**src/rtl/pipe_hazard_ctrl_pkg.sv**
```systemverilog
// pipe_ctrl_pkg: shared definitions for the pipeline hazard controller.
// Holds the sequencer state encoding, the default XLEN/RA_W widths and the
// x0 register index (writes to x0 never create a load-use dependency).
package pipe_ctrl_pkg;

    localparam int XLEN_DEF = 32;
    localparam int RA_W_DEF = 5;
    localparam int X0_REG   = 0;

    typedef enum logic [1:0] {
        RUN     = 2'd0,
        MC_BUSY = 2'd1,
        MC_DONE = 2'd2
    } state_t;

endpackage

```
**src/rtl/pipe_hazard_ctrl_if.sv**
```systemverilog
// pipe_hazard_ctrl_if: bundle of every hazard-controller signal except clk/rst.
//   slave  modport : the controller (reads ID/EX/imem/mc status, drives controls)
//   master modport : the pipeline side (drives status, reads controls)
//   dbg_state      : current sequencer state, for observation only
//
// Multi-cycle unit handshake: mc_start is a one-cycle launch pulse; the unit
// answers with a one-cycle mc_done pulse when its result is valid. mc_abort is
// a one-cycle pulse that cancels the in-flight operation (a result arriving in
// the same cycle is discarded). A new mc_start only follows mc_done or
// mc_abort of the previous operation.
interface pipe_hazard_ctrl_if
    import pipe_ctrl_pkg::*;
#(
    parameter int XLEN  = XLEN_DEF,
    parameter int RA_W  = RA_W_DEF,
    parameter int CNT_W = 16
) ();

    logic [RA_W-1:0]  id_rs1;
    logic [RA_W-1:0]  id_rs2;
    logic             id_rs1_used;
    logic             id_rs2_used;
    logic             id_mc_op;
    logic [RA_W-1:0]  ex_rd;
    logic             ex_mem_read;
    logic             ex_branch_taken;
    logic [XLEN-1:0]  ex_branch_target;
    logic             imem_ready;
    logic             mc_done;

    logic             mc_start;
    logic             mc_abort;
    logic             stall_pc;
    logic             stall_ifid;
    logic             flush_ifid;
    logic             flush_idex;
    logic             pc_sel;
    logic [XLEN-1:0]  pc_redirect;
    logic [CNT_W-1:0] stall_cnt;
    state_t           dbg_state;

    modport slave (
        input  id_rs1, id_rs2, id_rs1_used, id_rs2_used, id_mc_op,
        input  ex_rd, ex_mem_read, ex_branch_taken, ex_branch_target,
        input  imem_ready, mc_done,
        output mc_start, mc_abort, stall_pc, stall_ifid, flush_ifid,
        output flush_idex, pc_sel, pc_redirect, stall_cnt, dbg_state
    );

    modport master (
        output id_rs1, id_rs2, id_rs1_used, id_rs2_used, id_mc_op,
        output ex_rd, ex_mem_read, ex_branch_taken, ex_branch_target,
        output imem_ready, mc_done,
        input  mc_start, mc_abort, stall_pc, stall_ifid, flush_ifid,
        input  flush_idex, pc_sel, pc_redirect, stall_cnt, dbg_state
    );

endinterface

```
**src/rtl/pipe_hazard_ctrl_sat_counter.sv**
```systemverilog
// sat_counter: up-counter that stops at all-ones instead of wrapping.
//   clk   : rising-edge clock
//   clr   : asynchronous active-high clear
//   en    : count this cycle
//   count : current value
module sat_counter #(
    parameter int W = 16
) (
    input  logic         clk,
    input  logic         clr,
    input  logic         en,
    output logic [W-1:0] count
);

    always_ff @(posedge clk or posedge clr) begin
        if (clr) begin
            count <= '0;
        end else if (en && (count != '1)) begin
            count <= count + 1'b1;
        end
    end

endmodule

```
**src/rtl/pipe_hazard_ctrl.sv**
```systemverilog
// pipe_hazard_ctrl: stall/flush sequencer for the 5-stage RV32I pipeline.
//   clk, rst : clock and asynchronous active-high reset
//   bus      : pipe_hazard_ctrl_if slave port (ID/EX hazard info, imem ready,
//              multi-cycle handshake, stall/flush/redirect controls,
//              saturating stall-cycle counter, debug state)
// Priority: branch redirect > multi-cycle occupancy > load-use > imem wait.
// All controls are combinational from state and inputs; forced to 0 in reset.
module pipe_hazard_ctrl
    import pipe_ctrl_pkg::*;
#(
    parameter int XLEN  = XLEN_DEF,
    parameter int RA_W  = RA_W_DEF,
    parameter int CNT_W = 16
) (
    input  logic              clk,
    input  logic              rst,
    pipe_hazard_ctrl_if.slave bus
);

    state_t           state;
    state_t           state_nxt;
    logic             load_use;
    logic             mc_start;
    logic             mc_abort;
    logic             stall_pc;
    logic             stall_ifid;
    logic             flush_ifid;
    logic             flush_idex;
    logic             pc_sel;
    logic [XLEN-1:0]  pc_redirect;
    logic [CNT_W-1:0] stall_cnt;

    assign load_use = bus.ex_mem_read
                   && (bus.ex_rd != RA_W'(X0_REG))
                   && ((bus.id_rs1_used && (bus.id_rs1 == bus.ex_rd))
                    || (bus.id_rs2_used && (bus.id_rs2 == bus.ex_rd)));

    always_ff @(posedge clk or posedge rst) begin
        if (rst) begin
            state <= RUN;
        end else begin
            state <= state_nxt;
        end
    end

    always_comb begin
        state_nxt   = state;
        mc_start    = 1'b0;
        mc_abort    = 1'b0;
        stall_pc    = 1'b0;
        stall_ifid  = 1'b0;
        flush_ifid  = 1'b0;
        flush_idex  = 1'b0;
        pc_sel      = 1'b0;
        pc_redirect = '0;
        if (!rst) begin
            if (bus.ex_branch_taken) begin
                // Redirect wins over everything; an in-flight MC op is
                // cancelled even if its done pulse arrives this cycle.
                pc_sel      = 1'b1;
                pc_redirect = bus.ex_branch_target;
                flush_ifid  = 1'b1;
                flush_idex  = 1'b1;
                mc_abort    = (state == MC_BUSY);
                state_nxt   = RUN;
            end else begin
                case (state)
                    MC_BUSY: begin
                        stall_pc   = 1'b1;
                        stall_ifid = 1'b1;
                        flush_idex = 1'b1;
                        if (bus.mc_done) begin
                            state_nxt = MC_DONE;
                        end
                    end
                    default: begin
                        // RUN or MC_DONE. In MC_DONE the ID instruction is the
                        // one that just finished, so it must not relaunch.
                        if (load_use) begin
                            stall_pc   = 1'b1;
                            stall_ifid = 1'b1;
                            flush_idex = 1'b1;
                        end else if ((state == RUN) && bus.id_mc_op) begin
                            mc_start   = 1'b1;
                            stall_pc   = 1'b1;
                            stall_ifid = 1'b1;
                            flush_idex = 1'b1;
                            state_nxt  = MC_BUSY;
                        end
                        if (state == MC_DONE) begin
                            state_nxt = RUN;
                        end
                    end
                endcase
                // Fetch wait: hold the PC. If IF/ID is already held, keep its
                // instruction instead of bubbling it.
                if (!bus.imem_ready) begin
                    stall_pc   = 1'b1;
                    flush_ifid = !stall_ifid;
                end
            end
        end
    end

    sat_counter #(.W(CNT_W)) u_stall_cnt (
        .clk   (clk),
        .clr   (rst),
        .en    (stall_pc),
        .count (stall_cnt)
    );

    assign bus.mc_start    = mc_start;
    assign bus.mc_abort    = mc_abort;
    assign bus.stall_pc    = stall_pc;
    assign bus.stall_ifid  = stall_ifid;
    assign bus.flush_ifid  = flush_ifid;
    assign bus.flush_idex  = flush_idex;
    assign bus.pc_sel      = pc_sel;
    assign bus.pc_redirect = pc_redirect;
    assign bus.stall_cnt   = stall_cnt;
    assign bus.dbg_state   = state;

endmodule

```
**src/flat_wrapper.sv**
```systemverilog
// flat-port wrapper written by rule: the top's interface ports become plain ports
module pipe_hazard_ctrl_flat import pipe_ctrl_pkg::*;
#(
    parameter int XLEN  = XLEN_DEF,
    parameter int RA_W  = RA_W_DEF,
    parameter int CNT_W = 16
)
  (clk, rst, bus_id_rs1, bus_id_rs2, bus_id_rs1_used, bus_id_rs2_used, bus_id_mc_op, bus_ex_rd, bus_ex_mem_read, bus_ex_branch_taken, bus_ex_branch_target, bus_imem_ready, bus_mc_done, bus_mc_start, bus_mc_abort, bus_stall_pc, bus_stall_ifid, bus_flush_ifid, bus_flush_idex, bus_pc_sel, bus_pc_redirect, bus_stall_cnt, bus_dbg_state);
  pipe_hazard_ctrl_if #(.XLEN(XLEN), .RA_W(RA_W), .CNT_W(CNT_W)) bus_i ();
  input  logic clk;
  input  logic rst;
  input wire logic [$bits(bus_i.id_rs1)-1:0] bus_id_rs1;
  input wire logic [$bits(bus_i.id_rs2)-1:0] bus_id_rs2;
  input wire logic [$bits(bus_i.id_rs1_used)-1:0] bus_id_rs1_used;
  input wire logic [$bits(bus_i.id_rs2_used)-1:0] bus_id_rs2_used;
  input wire logic [$bits(bus_i.id_mc_op)-1:0] bus_id_mc_op;
  input wire logic [$bits(bus_i.ex_rd)-1:0] bus_ex_rd;
  input wire logic [$bits(bus_i.ex_mem_read)-1:0] bus_ex_mem_read;
  input wire logic [$bits(bus_i.ex_branch_taken)-1:0] bus_ex_branch_taken;
  input wire logic [$bits(bus_i.ex_branch_target)-1:0] bus_ex_branch_target;
  input wire logic [$bits(bus_i.imem_ready)-1:0] bus_imem_ready;
  input wire logic [$bits(bus_i.mc_done)-1:0] bus_mc_done;
  output wire logic [$bits(bus_i.mc_start)-1:0] bus_mc_start;
  output wire logic [$bits(bus_i.mc_abort)-1:0] bus_mc_abort;
  output wire logic [$bits(bus_i.stall_pc)-1:0] bus_stall_pc;
  output wire logic [$bits(bus_i.stall_ifid)-1:0] bus_stall_ifid;
  output wire logic [$bits(bus_i.flush_ifid)-1:0] bus_flush_ifid;
  output wire logic [$bits(bus_i.flush_idex)-1:0] bus_flush_idex;
  output wire logic [$bits(bus_i.pc_sel)-1:0] bus_pc_sel;
  output wire logic [$bits(bus_i.pc_redirect)-1:0] bus_pc_redirect;
  output wire logic [$bits(bus_i.stall_cnt)-1:0] bus_stall_cnt;
  output wire logic [$bits(bus_i.dbg_state)-1:0] bus_dbg_state;
  assign bus_i.id_rs1 = bus_id_rs1;
  assign bus_i.id_rs2 = bus_id_rs2;
  assign bus_i.id_rs1_used = bus_id_rs1_used;
  assign bus_i.id_rs2_used = bus_id_rs2_used;
  assign bus_i.id_mc_op = bus_id_mc_op;
  assign bus_i.ex_rd = bus_ex_rd;
  assign bus_i.ex_mem_read = bus_ex_mem_read;
  assign bus_i.ex_branch_taken = bus_ex_branch_taken;
  assign bus_i.ex_branch_target = bus_ex_branch_target;
  assign bus_i.imem_ready = bus_imem_ready;
  assign bus_i.mc_done = bus_mc_done;
  assign bus_mc_start = bus_i.mc_start;
  assign bus_mc_abort = bus_i.mc_abort;
  assign bus_stall_pc = bus_i.stall_pc;
  assign bus_stall_ifid = bus_i.stall_ifid;
  assign bus_flush_ifid = bus_i.flush_ifid;
  assign bus_flush_idex = bus_i.flush_idex;
  assign bus_pc_sel = bus_i.pc_sel;
  assign bus_pc_redirect = bus_i.pc_redirect;
  assign bus_stall_cnt = bus_i.stall_cnt;
  assign bus_dbg_state = bus_i.dbg_state;
  pipe_hazard_ctrl #(.XLEN(XLEN), .RA_W(RA_W), .CNT_W(CNT_W)) u_core (.clk(clk), .rst(rst), .bus(bus_i));
endmodule
```
**config.mk**
```make
export PLATFORM = sky130hd
export DESIGN_NAME = pipe_hazard_ctrl_flat
export DESIGN_NICKNAME = d
export VERILOG_FILES = /design/src/rtl/pipe_hazard_ctrl_pkg.sv /design/src/rtl/pipe_hazard_ctrl_if.sv /design/src/rtl/pipe_hazard_ctrl_sat_counter.sv /design/src/rtl/pipe_hazard_ctrl.sv /design/src/flat_wrapper.sv
export SDC_FILE = /design/constraint.sdc
export NUM_CORES = 1
export LEC_CHECK = 0
export BUFFER_PORTS_ARGS = -buffer_cell sky130_fd_sc_hd__buf_2
export CELL_PAD_IN_SITES_DETAIL_PLACEMENT = 2
export CELL_PAD_IN_SITES_GLOBAL_PLACEMENT = 2
export CORE_ASPECT_RATIO = 2
export CORE_MARGIN = 3
export CORE_UTILIZATION = 21
export CTS_BUF_LIST = sky130_fd_sc_hd__clkbuf_2 sky130_fd_sc_hd__clkbuf_4 sky130_fd_sc_hd__clkbuf_8
export CTS_CLUSTER_DIAMETER = 150
export DETAILED_ROUTE_END_ITERATION = 8
export GPL_TIMING_DRIVEN = 0
export PLACE_DENSITY_LB_ADDON = 0.12
export SETUP_SLACK_MARGIN = 0.2
export SYNTH_ARGS = -nofsm -noshare
export SYNTH_HDL_FRONTEND = slang
export SYNTH_SLANG_ARGS = --single-unit
export TNS_END_PERCENT = 5
```
**constraint.sdc**
```tcl
create_clock -name clk -period 7.9 [get_ports clk]
set_input_delay 2.37 -clock clk [delete_from_list [all_inputs] [get_ports clk]]
set_output_delay 2.37 -clock clk [all_outputs]
set_load 0.005 [all_outputs]
```
==> run_results.csv, run 1 <==
group,metric,value,unit
status,outcome,"finished clean",
worst_setup_path,cpMostUsedCell,"buf_2",
route,drtPass1Iterations,4,
cts,cts_root_buffer,"clkbuf_8",
grt,antenna_found_initial,0,
sta,finClkSkew,6.050,ps
logic_synthesis,synth.cell_area,1376,um2
logic_synthesis,ys_seq_area_share,32.73,%
power_and_ir_drop,ir_drop,0.1175,mV
route,wl_per_cell,16.10,um
sta,finalMaxSlewViolations,0,
power_and_ir_drop,power.switching,0.1268,mW
grt,grt_pass1_wl,9597,um
cts,cts_resized,0,
logic_synthesis,postSynthNetCount,223,
logic_synthesis,synthCells,163,
die,start_util,21.81,%
worst_setup_path,cp-end-kind,"output port",
logic_synthesis,synth-edff-count,0,
worst_setup_path,cp_slowest_cell,"or4_1",
cts,clkTransAtPathRegs,70,ps
logic_synthesis,avgSynthCellArea,8.444,um2
final_layout,regArea,450.4,um2
sta,hold_slack,497.9,ps
cts,cts-hold-fix-buffers,0,
die,io_pins,113,
cts,clkLatencyLatePin,250,ps
route,wl,5844,um
die,die_w,63.25,um
logic_synthesis,ys.flop_type,"dfrtp_1",
cts,htreeDepth,1,
die,die_area,7620,um2
final_layout,area_growth,51.27,%
power_and_ir_drop,switching_share,37.64,%
worst_setup_path,reg2reg_setup_slack,5550,ps
logic_synthesis,synthTopCellsByArea,"dfrtp_1, and3_1, xor2_1, xnor2_1, nor3_1",
sta,fin_crit_sh,82.25,%
worst_setup_path,path_max_fanout,10,
grt,grt_max_degree,28,
route,dr_total_vias,1693,
logic_synthesis,synth_top_area_share,32.73,%
sta,fin_crit,6498,ps
sta,setup_viol,0,
sta,tightest_slew,625.9,ps
sta,hold_violations,0,
worst_setup_path,path_cells,"buf_2, or4_1, o21a_1, a211oi_4, buf_4, nor2_1, buf_2",
die,die_h,120.5,um
power_and_ir_drop,p_int,0.2101,mW
worst_hold_path,hold_class,"reg -> reg",
worst_setup_path,required,5530,ps
logic_synthesis,ys_seq_elements,18,
placement,port_buffers,111,
sta,max_freq,153.9,MHz
final_layout,post_route_cells_drive_above_1_share,42.96,%
power_and_ir_drop,seq_power_share,38.3,%
route,drt_iter0_drc,29,
die,core_region_area,6310,um2
logic_synthesis,yosysWarningCount,0,
cts,clock-sinks,18,
power_and_ir_drop,p_total,0.3369,mW
logic_synthesis,synthArstFlopShare,100.0,%
grt,grt_pass1_vias,1844,
power_and_ir_drop,pwr-share-clk,19.2,%
power_and_ir_drop,p_per_area,161.8,nW/um2
final_layout,nets,339,
worst_setup_path,cp-start-kind,"input port",
final_layout,diodes,0,
logic_synthesis,yosysTopAreaCell,"dfrtp_1",
grt,grt_use_total,15.54,%
sta,setup_slack,1402,ps
sta,rsz0062_at_grt,"no",
placement,gp_congestion,0.7601,
worst_setup_path,slowest_delay,530,ps
worst_setup_path,crit_arrival,4130,ps
cts,cts_inserted_buffers,3,
grt,grt_overflow,0,
power_and_ir_drop,p_leak,1.260,nW
route,vias_per_cell,4.664,
cts,post_cts_buffers,0,
route,drcViolationCount,0,
cts,cts_tree,"built",
final_layout,multiInputGateArea,865.8,um2
placement,post-place-ws,1283,ps
worst_setup_path,worstSetupPathType,"in -> out",
power_and_ir_drop,comb_power_share,42.5,%
die,num_rows,41,
sta,relSlewSlack,57.95,%
logic_synthesis,yosysUniqueCellTypes,31,
placement,post-dp-hpwl,5042,um
final_layout,fill_cells,788,
route,antenna_violating_nets_post_route,0,
run,drv_cap,0,
cts,clockBufferDepth,2,
sta,setup_tns,0,ps
[routing by layer]
layer / share of wire (%) / up-vias / wire (um) / GRT usage (%)
met5: 0 / - / 0 / 0
met4: 0.46 / 0 / 27 / 2.842
met3: 6.7 / 2 / 389 / 2.230
met2: 59 / 67 / 3429 / 31.97
met1: 34 / 820 / 1996 / 16.13
li1: - / 804 / - / -
[synthesized netlist by cell type (2+ instances only)]
master / n
and3_1: 35
a21oi_1: 3
inv_1: 6
nand4_1: 5
dfrtp_1: 18
xor2_1: 12
clkbuf_1: 8
nand2_1: 14
nor3b_1: 4
nand3_1: 6
nor2_1: 5
xnor2_1: 11
nor4_1: 4
ha_1: 4
nor3_1: 11
mux2_2: 2
[power by group through the flow]
stage,registers [mW],logic (mW),clock network [mW]
floorplan,0.129,0.0791,0
global placement,0.132,0.145,0
detailed placement,0.132,0.147,0
CTS,0.131,0.148,0.0680
global route,0.134,0.163,0.0711
finish,0.129,0.143,0.0646
[flip-flops by register name (all words and copies together) (netlist names)]
register	cells
u_core.bus.dbg_state	2
u_core.u_stall_cnt.count	16
[worst max-delay path, delay by kind of cell]
kind                   cells  cell delay (ps)
and+or+nand+nor            2              600
buffers and inverters      3              500
AOI/OAI and AO/OA          2              640
[cells in the final DEF, fill, tap and decap left out]
master	instances
buf_2	111
and3_1	35
dfrtp_1	18
nand2_1	14
xor2_1	12
xnor2_1	11
nor3_1	11
clkbuf_1	7
inv_1	6
nand3_1	6
nand4_1	5
nor2_1	5
nor3b_1	4
nor4_1	4
ha_1	4
a21oi_1	3
clkbuf_8	3
mux2_2	2
o22ai_1	1
or4_1	1
o21a_1	1
a211oi_4	1
buf_4	1
o21bai_1	1
nand2b_1	1
a31oi_1	1
nor2b_1	1
o21ai_0	1
a22o_1	1
clkbuf_2	1
and2_1	1
a21o_1	1
mux2_1	1
nor4b_1	1
[path summary, 6_finish.rpt]
check	endpoint	from	depth (start not counted)
setup / recovery	bus_stall_pc	bus_ex_rd[0]	7
hold / removal	u_core.u_stall_cnt.count[5]	u_core.u_stall_cnt.count[5]	1
setup reg to reg	u_core.u_stall_cnt.count[8]	u_core.u_stall_cnt.count[0]	8
hold reg to reg	u_core.u_stall_cnt.count[5]	u_core.u_stall_cnt.count[5]	1
max in group asynchronous	u_core.u_stall_cnt.count[9]	rst	3
min in group asynchronous	u_core.u_stall_cnt.count[12]	rst	3
[stage by stage]
stage | area (um2) | utilization, % | cells
4_1_cts | 2081 | 32.98 | 363
2_1_floorplan | 1376 | - | 163
5_1_grt | 2082 | 33.00 | 363
6_report | 2082 | 33.00 | 363
3_3_place_gp | 2039 | 32.32 | 360
3_5_place_dp | 2039 | 32.32 | 360
[cell families after synthesis]
logic type | after synthesis | synth area share [%]
adder cells (fa/ha/maj) | 4 | 3.637
XOR/XNOR | 23 | 14.64
multiplexers | 3 | 2.454
buffers and inverters | 15 | 4.364
AND/OR/NAND/NOR | 89 | 36.09
flip-flops | 18 | 32.73
AO/OA/AOI/OAI | 11 | 6.092
[layout make-up]
| type | count | share of cell area [%] |
|---|---|---|
| sequential | 18 | 21.63 |
| timing repair buffer | 111 | 26.68 |
| inverter | 6 | 1.082 |
| clock buffer | 3 | 1.983 |
| tap | 86 | 5.168 |
| multi-input combinational | 130 | 41.59 |
| buffer | 9 | 1.863 |
No activity file was read; power rests on OpenSTA's default activity.
==> run 2, diff against run 1 <==
--- a/config.mk
+++ b/config.mk
@@ -5,12 +5,13 @@
 export SDC_FILE = /design/constraint.sdc
 export NUM_CORES = 1
 export LEC_CHECK = 0
+export ABC_AREA = 1
 export BUFFER_PORTS_ARGS = -buffer_cell sky130_fd_sc_hd__buf_2
 export CELL_PAD_IN_SITES_DETAIL_PLACEMENT = 2
 export CELL_PAD_IN_SITES_GLOBAL_PLACEMENT = 2
 export CORE_ASPECT_RATIO = 2
 export CORE_MARGIN = 3
-export CORE_UTILIZATION = 21
+export CORE_UTILIZATION = 18
 export CTS_BUF_LIST = sky130_fd_sc_hd__clkbuf_2 sky130_fd_sc_hd__clkbuf_4 sky130_fd_sc_hd__clkbuf_8
 export CTS_CLUSTER_DIAMETER = 150
 export DETAILED_ROUTE_END_ITERATION = 8
==> constraint.sdc (replaced) <==
create_clock -name clk -period 5.2 [get_ports clk]
set_input_delay 1.56 -clock clk [delete_from_list [all_inputs] [get_ports clk]]
set_output_delay 1.56 -clock clk [all_outputs]
set_load 0.005 [all_outputs]
==> run 2 against run 1 <==
Net effect:
- utilization fell by 6.1 points
- combinational power grew 63%
- non-clock buffer count grew 3
- clock power rose by 89%
- largest power group unchanged
- sequential share of layout area shrank 3.2 points
- final area up 17%
- die area is 40% higher
- largest cell class unchanged
==> run_results.csv, run 2 <==
group,metric,value,unit
sta,setup_viol,0,
final_layout,mostFrequentLayoutCells,"nand2_1, buf_2, nor2_1, nand3_1, inv_1",
cts,clkLatencyLatePin,270,ps
placement,placed_area,2385,um2
worst_setup_path,crit_arrival,3000,ps
sta,finClkSkew,5.593,ps
worst_setup_path,cpMostUsedCell,"nand2_1",
logic_synthesis,synth.cell_area,1697,um2
final_layout,fill_cells,1186,
logic_synthesis,ys_seq_elements,18,
cts,cts_resized,0,
power_and_ir_drop,p_leak,1.464,nW
final_layout,largest_reg_flops,16,
grt,antenna_found_initial,0,
die,die_area,10700,um2
cts,clock-sinks,18,
route,drt_iter0_drc,33,
worst_setup_path,critPathBufInv,4,
logic_synthesis,synthTopCellsByArea,"dfrtp_1, nand2_1, nor2_1, nand3_1, inv_1",
final_layout,top_register,"u_core.u_stall_cnt.count",
final_layout,post_route_cells_drive_above_1_share,32.35,%
cts,post_cts_buffers,0,
sta,relSlewSlack,47.77,%
worst_setup_path,worstReg2RegEnd,"u_core.u_stall_cnt.count[3]",
logic_synthesis,synthCells,292,
grt,grt_overflow,0,
logic_synthesis,synth_common_cells,"nand2_1, nor2_1, nand3_1",
worst_setup_path,worstSetupPathType,"in -> out",
placement,post-dp-hpwl,6770,um
worst_hold_path,holdPathStages,2,
placement,port_buffers,112,
logic_synthesis,yosysWarningCount,0,
die,num_rows,49,
sta,setup_tns,0,ps
final_layout,finalInstanceArea,2440,um2
status,outcome,"finished clean",
worst_hold_path,whs_endpoint,"u_core.u_stall_cnt.count[14]",
die,io_pins,113,
route,drtPass1Iterations,4,
power_and_ir_drop,ir_drop,0.09861,mV
logic_synthesis,synth-edff-count,0,
sta,rsz0062_at_grt,"no",
sta,hold_violations,0,
worst_setup_path,slowest_delay,270,ps
grt,grt_pass1_wl,12160,um
run,drv_cap,0,
cts,cts-hold-fix-buffers,0,
final_layout,diodes,0,
logic_synthesis,avgSynthCellArea,5.810,um2
logic_synthesis,ys_seq_area_share,26.55,%
route,antenna_violating_nets_post_route,0,
cts,clkTransAtPathRegs,80,ps
die,core_region_area,9074,um2
logic_synthesis,synthArstFlopShare,100.0,%
worst_setup_path,rr_startpoint,"u_core.u_stall_cnt.count[0]",
cts,clockBufferDepth,2,
grt,grt_pass1_vias,2524,
die,die_w,74.65,um
logic_synthesis,yosysMostFrequentCell,"nand2_1",
grt,grt_use_total,14.66,%
final_layout,layout.cells.non_filler,510,
cts,htreeDepth,1,
grt,grt_max_degree,20,
route,vias_per_cell,4.502,
route,wl,7796,um
worst_setup_path,cp-start-kind,"input port",
worst_setup_path,r2r_cells,9,
worst_setup_path,cp-end-kind,"output port",
logic_synthesis,synth_top_area_share,26.55,%
route,drcViolationCount,0,
die,die_h,143.3,um
worst_hold_path,hold_class,"reg -> reg",
final_layout,area_growth,43.81,%
logic_synthesis,ys.flop_type,"dfrtp_1",
final_layout,final_util,26.89,%
sta,max_freq,219.4,MHz
final_layout,nets,469,
power_and_ir_drop,p_per_area,227.7,nW/um2
logic_synthesis,yosysTopAreaCell,"dfrtp_1",
sta,fin_crit,4558,ps
worst_setup_path,cp_slowest_cell,"buf_2",
sta,tightest_slew,782.6,ps
sta,fin_crit_sh,87.66,%
worst_setup_path,required,3640,ps
worst_setup_path,crit_family,"simple AND/OR/NAND/NOR gates",
placement,gp_congestion,0.8053,
logic_synthesis,postSynthNetCount,352,
sta,finalMaxSlewViolations,0,
cts,cts_inserted_buffers,3,
worst_setup_path,path_max_fanout,10,
route,dr_total_vias,2296,
worst_setup_path,path_cells,"buf_2, inv_2, nand2_1, nand2_1, nor2_1, nand3_1, nand2_1, nand2_1, nand2_1, nand2_1, nand2_4, buf_2, buf_2",
logic_synthesis,yosysUniqueCellTypes,27,
placement,place_inst,506,
die,start_util,18.70,%
worst_hold_path,hp-start,"u_core.u_stall_cnt.count[14]",
route,wl_per_cell,15.29,um
cts,cts_tree,"built",
cts,cts_root_buffer,"clkbuf_8",
worst_setup_path,reg2reg_setup_slack,3130,ps
[run 2: per-stage QoR]
stage	setup slack, ps	hold WS (ps)	power (mW)
after global routing	372.8	603.8	0.6088
after CTS	545.0	566.7	0.5721
final	641.9	550.7	0.5555
after floorplan	1209	520.3	0.3262
after detailed placement	552.5	547.0	0.4447
after global placement	596.6	536.0	0.4338
[run 2: report_power, final]
group / internal [mW] / switching, mW
clock network: 0.0676 / 0.0545
logic: 0.0980 / 0.135
registers: 0.162 / 0.0375
[run 2: layout make-up]
cell class                      count  area [um2]  share of cell area [%]
Tap cell                          102       127.6                   5.231
Timing Repair Buffer              112       560.5                   22.97
Multi-Input combinational cell    235        1090                   44.67
Inverter                           28       105.1                   4.308
Clock buffer                        4       55.05                   2.256
Buffer                             11       51.30                   2.103
Sequential cell                    18       450.4                   18.46
[run 2: worst reg2reg max path: cells and delay by family, from the launching register on]
kind | cells | cell delay (ps)
flops | 1 | 470
buf+inv | 2 | 340
simple gates | 6 | 890
fa+ha+maj | 1 | 260
[run 2: cell families (layout without fill, tap and decap cells)]
family                   count (synthesis)  after routing  share of synthesized area, %
adder cells (fa/ha/maj)                  4              4                         2.950
buffers and inverters                   39            155                         9.218
XOR/XNOR                                13             13                         6.711
AND/OR/NAND/NOR                        211            211                         52.29
flip-flops                              18             18                         26.55
AO/OA/AOI/OAI                            7              7                         2.286
[run 2: how the worst max path moves through the flow]
| stage | to | from | cells after the start | slack [ps] |
|---|---|---|---|---|
| finish | bus_stall_pc | bus_ex_rd[3] | 13 | 640 |
| global route | bus_stall_pc | bus_ex_rd[3] | 13 | 370 |
| CTS | bus_stall_pc | bus_ex_rd[3] | 13 | 550 |
| detailed placement | bus_stall_pc | bus_ex_rd[3] | 13 | 550 |
| global placement | bus_stall_pc | bus_ex_rd[3] | 13 | 600 |
| floorplan | bus_stall_pc | bus_id_rs2[1] | 11 | 1210 |
[run 2: metal layers]
metal	GRT usage (%)	share of wire, %	up-vias
met2	31.32	60	75
met3	1.611	5.3	13
li1	-	-	1123
met4	4.972	2.8	0
met1	12.94	32	1085
met5	0	0	-
